<file path="src/rtl/logo_anim_ctrl.sv">
// Frame-synchronous logo animation sequencer: reveals letters one by one, scrolls the
// logo right, holds, scrolls back, and merges the enabled letter hits into one pixel flag.
module logo_anim_ctrl #(
    parameter int NUM_LETTERS   = 4,
    parameter int STEP          = 2,
    parameter int DELT_MAX      = 600,
    parameter int REVEAL_FRAMES = 15,
    parameter int HOLD_FRAMES   = 120
) (
    input  logic                   clk,
    input  logic                   rst,
    input  logic                   run,
    input  logic                   vsync,
    input  logic [NUM_LETTERS-1:0] hit_in,
    output logic [10:0]            delt,
    output logic [NUM_LETTERS-1:0] letter_en,
    output logic                   logo_hit,
    output logic                   busy
);

    localparam int FCNT_MAX = (REVEAL_FRAMES > HOLD_FRAMES) ? REVEAL_FRAMES : HOLD_FRAMES;
    localparam int FCNT_W   = (FCNT_MAX < 2) ? 1 : $clog2(FCNT_MAX);

    localparam logic [FCNT_W-1:0]      REV_LAST  = FCNT_W'(REVEAL_FRAMES - 1);
    localparam logic [FCNT_W-1:0]      HOLD_LAST = FCNT_W'(HOLD_FRAMES - 1);
    localparam logic [11:0]            STEP_12   = 12'(STEP);
    localparam logic [11:0]            DMAX_12   = 12'(DELT_MAX);
    localparam logic [10:0]            STEP_11   = 11'(STEP);
    localparam logic [10:0]            DMAX_11   = 11'(DELT_MAX);
    localparam logic [NUM_LETTERS-1:0] ALL_ON    = '1;

    typedef enum logic [2:0] {
        ST_IDLE,
        ST_REVEAL,
        ST_SCROLL,
        ST_HOLD,
        ST_RETURN
    } state_t;

    state_t                   state, state_d;
    logic [10:0]              delt_d;
    logic [NUM_LETTERS-1:0]   en_d, en_shift;
    logic [FCNT_W-1:0]        fcnt, fcnt_d;
    logic [11:0]              delt_sum;
    logic                     vsync_q, armed, frame_tick;

    // armed stays low until vsync has been seen low, so a vsync level held across reset
    // release cannot be mistaken for a rising edge
    assign frame_tick = vsync & ~vsync_q & armed;
    assign busy       = (state != ST_IDLE);
    assign delt_sum   = {1'b0, delt} + STEP_12;
    assign en_shift   = NUM_LETTERS'({letter_en, 1'b1});

    always_ff @(posedge clk) begin
        if (rst) begin
            state     <= ST_IDLE;
            delt      <= '0;
            letter_en <= '0;
            fcnt      <= '0;
            logo_hit  <= 1'b0;
            vsync_q   <= 1'b0;
            armed     <= ~vsync;
        end else begin
            state     <= state_d;
            delt      <= delt_d;
            letter_en <= en_d;
            fcnt      <= fcnt_d;
            logo_hit  <= |(hit_in & letter_en);
            vsync_q   <= vsync;
            armed     <= armed | ~vsync;
        end
    end

    always_comb begin
        state_d = state;
        delt_d  = delt;
        en_d    = letter_en;
        fcnt_d  = fcnt;
        if (frame_tick) begin
            case (state)
                ST_IDLE: begin
                    if (run) begin
                        state_d = ST_REVEAL;
                        en_d    = NUM_LETTERS'(1);
                        fcnt_d  = '0;
                    end
                end
                ST_REVEAL: begin
                    if (!run) begin
                        state_d = ST_RETURN;
                    end else if (fcnt == REV_LAST) begin
                        fcnt_d = '0;
                        en_d   = en_shift;
                        if (en_shift == ALL_ON) state_d = ST_SCROLL;
                    end else begin
                        fcnt_d = fcnt + FCNT_W'(1);
                    end
                end
                ST_SCROLL: begin
                    if (!run) begin
                        state_d = ST_RETURN;
                    end else if (delt_sum >= DMAX_12) begin
                        delt_d  = DMAX_11;
                        fcnt_d  = '0;
                        state_d = ST_HOLD;
                    end else begin
                        delt_d = delt_sum[10:0];
                    end
                end
                ST_HOLD: begin
                    if (!run) begin
                        state_d = ST_RETURN;
                    end else if (fcnt == HOLD_LAST) begin
                        fcnt_d  = '0;
                        state_d = ST_RETURN;
                    end else begin
                        fcnt_d = fcnt + FCNT_W'(1);
                    end
                end
                ST_RETURN: begin
                    // run is ignored here: the scroll back always completes
                    if ({1'b0, delt} <= STEP_12) begin
                        delt_d  = '0;
                        en_d    = '0;
                        state_d = ST_IDLE;
                    end else begin
                        delt_d = delt - STEP_11;
                    end
                end
                default: begin
                    state_d = ST_IDLE;
                    delt_d  = '0;
                    en_d    = '0;
                    fcnt_d  = '0;
                end
            endcase
        end
    end

endmodule

</file>
<file path="config.mk">
export PLATFORM = sky130hd
export DESIGN_NAME = logo_anim_ctrl
export DESIGN_NICKNAME = d
export VERILOG_FILES = /design/src/rtl/logo_anim_ctrl.sv
export SDC_FILE = /design/constraint.sdc
export NUM_CORES = 1
export LEC_CHECK = 0
export CORE_ASPECT_RATIO = 1.75
export CORE_MARGIN = 3
export CORE_UTILIZATION = 50
export DETAILED_ROUTE_END_ITERATION = 16
export PLACE_DENSITY = 0.84
export SLEW_MARGIN = 10
export SYNTH_ARGS = -nofsm -noshare
export SYNTH_HDL_FRONTEND = slang
export SYNTH_SLANG_ARGS = --single-unit
</file>
<file path="constraint.sdc">
create_clock -name clk -period 3.9 [get_ports clk]
set_clock_uncertainty 0.2 [all_clocks]
set_input_delay 0.585 -clock clk [delete_from_list [all_inputs] [get_ports clk]]
set_output_delay 0.585 -clock clk [all_outputs]
set_load 0.02 [all_outputs]
</file>
==> results.ini <==
[grt]
grt_pass1_vias = 1812
grt_usage_pct = 21.63
gr-total-overflow = 0
grt_start_max_net_pins = 21
antenna_found_initial = 0
grt_pass1_wl_um = 8169

[clock_tree]
cts-resized-gates = 0
cts.sinks = 27
cts_buffer_depth = 2
cts_tree = built
h-tree-depth = 1
root_buffer = clkbuf_8
post_cts_buffers = 0
cts.clk_slew.worst_paths_ps = 90
clk_latency_ps = 270
cts_hold_buf = 0
numCtsBuffers = 3

[timing]
worstMarginPinSlew_ps = 852.4
min_period_ps = 3006
setup_viol = 0
fin_crit_sh_pct = 77.08
holdWs_ps = 290.2
relSlewSlack_pct = 41.70
setup_ws_ps = 893.9
max_freq_mhz = 332.7
hold_viol = 0
fin_tns_setup_ps = 0
rsz0062_at_grt = no
slew_violations = 0

[final_layout]
syn_to_final_growth_pct = 12.59
drive_gt1_share_pct = 7.037
diodes = 0
mostFrequentLayoutCell = dfxtp_1
final_cells = 316
nFillCells = 369
final_cell_mix = 27 x dfxtp_1, 23 x clkdlybuf4s50_1, 22 x nor2_1
finalNetCount = 284

[setup_path]
critPathArrivalTime_ps = 2970
cp_slowest_stage_delay_ps = 500
path_max_fanout = 11
cp_slowest_cell = dfxtp_1
ff2ff_path_depth = 7
rrSetupSlack_ps = 890
r2r_start = delt[1]
worstSetupEndpointType = flip-flop
rr_endpoint = fcnt[1]
critical_path.cell_chain = ha_1 -> nand3_1 -> o21ai_0 -> o31ai_1 -> o31a_1 -> a21boi_2 -> mux2_2
cp-start-kind = flip-flop
path_class = reg -> reg
crit_required_ps = 3860

[yosys]
ys_types = 62
avgSynthCellArea_um2 = 7.809
synth-seq-cells = 27
ys_seq_area_share_pct = 26.93
synth_fp_nets = 270
syn_inst = 257
synth_ff_type = dfxtp_1
ys_warn_count = 0
synthArstFlopShare_pct = 0
synth_edf_count = 0
syn_area_um2 = 2007

[floorplan]
dieHeight_um = 89.81
dieWidth_um = 53.89
start_util_pct = 53.70
rows = 29
die_area_um2 = 4840
io_pins = 25
coreArea_um2 = 3737

[power]
p_clk_share_pct = 30.5
p_sw_mw = 0.1373
cellPowerDensity_nw_per_um2 = 231.5
combPwrFrac_pct = 14.5
seqPwrFrac_pct = 55.0
power.leakage_nw = 0.7289
p_int_mw = 0.3858
netSwitchingFraction_pct = 26.25
power_mw = 0.5231
ir_drop_mv = 0.2251

[detailed_routing]
avgViaCountPerCell = 6.244
via_count = 1973
totalWireLength_um = 4925
drc = 0
dr.pass1.iters = 5
ant_nets = 0
wl_per_cell_um = 15.59
dr.first_iter.drc_count = 61

[placement]
post-place-ws_ps = 915.0
gp_routability_congestion = 0.9607
dpl.cell_count = 312
io_buffers = 23
dpl.hpwl_um = 3706

[min_path]
min_from = letter_en[3]
hold_depth = 2
min_to = letter_en[3]
hp-class = reg -> reg

[run_status]
status = finished clean

[job]
max-cap-violations = 0

[power by group through the flow]
stage	combinational, mW	sequential, mW	clock, mW
floorplan	0.0505	0.293	0
finish	0.0759	0.288	0.159
CTS	0.0754	0.288	0.165
detailed placement	0.0749	0.294	0
global route	0.0832	0.289	0.177
global placement	0.0739	0.294	0
[registers in the layout (all words and copies together) (netlist names)]
register	count
vsync_q	1
state	3
logo_hit	1
letter_en	4
delt	10
fcnt	7
armed	1
[through the flow]
step / utilization, % / cell area (um^2)
5_1_grt: 60.46 / 2260
3_3_place_gp: 59.26 / 2215
3_5_place_dp: 59.26 / 2215
6_report: 60.46 / 2260
4_1_cts: 60.46 / 2260
2_1_floorplan: - / 2007
[metal layers]
layer / wire [um] / global-route usage (%) / up-vias
met3: 219 / 2.815 / 20
li1: - / - / 974
met1: 1936 / 24.87 / 902
met5: 0 / 0 / -
met2: 2555 / 36.03 / 77
met4: 213 / 12.37 / 0
[how the worst max path moves through the flow]
stage | slack (ps) | from | depth (start not counted) | to
detailed placement | 920 | delt[1] | 7 | fcnt[1]
floorplan | 1060 | delt[1] | 9 | fcnt[1]
finish | 890 | delt[1] | 7 | fcnt[1]
global placement | 990 | delt[1] | 7 | fcnt[1]
global route | 640 | delt[1] | 6 | fcnt[4]
CTS | 910 | delt[1] | 7 | fcnt[1]
[logic make-up (layout without fill, tap and decap cells)]
family                   after synthesis  count (layout)  synth area share, %
adder cells (fa/ha/maj)                5               5                3.117
buffers and inverters                 25              38                6.234
other                                  1               1               0.1869
multiplexers                           3               3                1.559
XOR/XNOR                               5               5                2.182
AO/OA/AOI/OAI                         77              77                27.37
flip-flops                            27              27                26.93
AND/OR/NAND/NOR                      114             114                32.42
[cell usage after synthesis (5+ instances only)]
cell / instances / share of area (%)
clkbuf_1: 5 / 0.94
nand2_1: 17 / 3.2
nand3_1: 14 / 3.5
nor3_1: 12 / 3.0
nor2b_1: 5 / 1.6
nand2b_1: 12 / 3.7
or3_1: 7 / 2.2
nor2_1: 22 / 4.1
o21a_1: 5 / 1.9
dfxtp_1: 27 / 27
inv_1: 10 / 1.9
a21oi_1: 18 / 4.5
ha_1: 5 / 3.1
o21ai_0: 15 / 3.7
[worst max-delay path, delay by kind of cell, from the launching register on]
| kind | cells | cell delay (ps) |
|---|---|---|
| mux | 1 | 380 |
| simple gates | 1 | 170 |
| compound gates | 4 | 1200 |
| fa+ha+maj | 1 | 440 |
| flops | 1 | 500 |
[area by class of cell]
type                    instances  area (um^2)  share of cell area (%)
inverters                      10        37.54                   1.661
multi-input cells             205         1341                   59.36
well taps                      46        57.56                   2.547
flip-flops and latches         27        540.5                   23.92
repair buffers                 24        237.7                   10.52
clock buffers                   4        45.04                   1.993
Note: power is estimated with default switching activity, not from simulation.
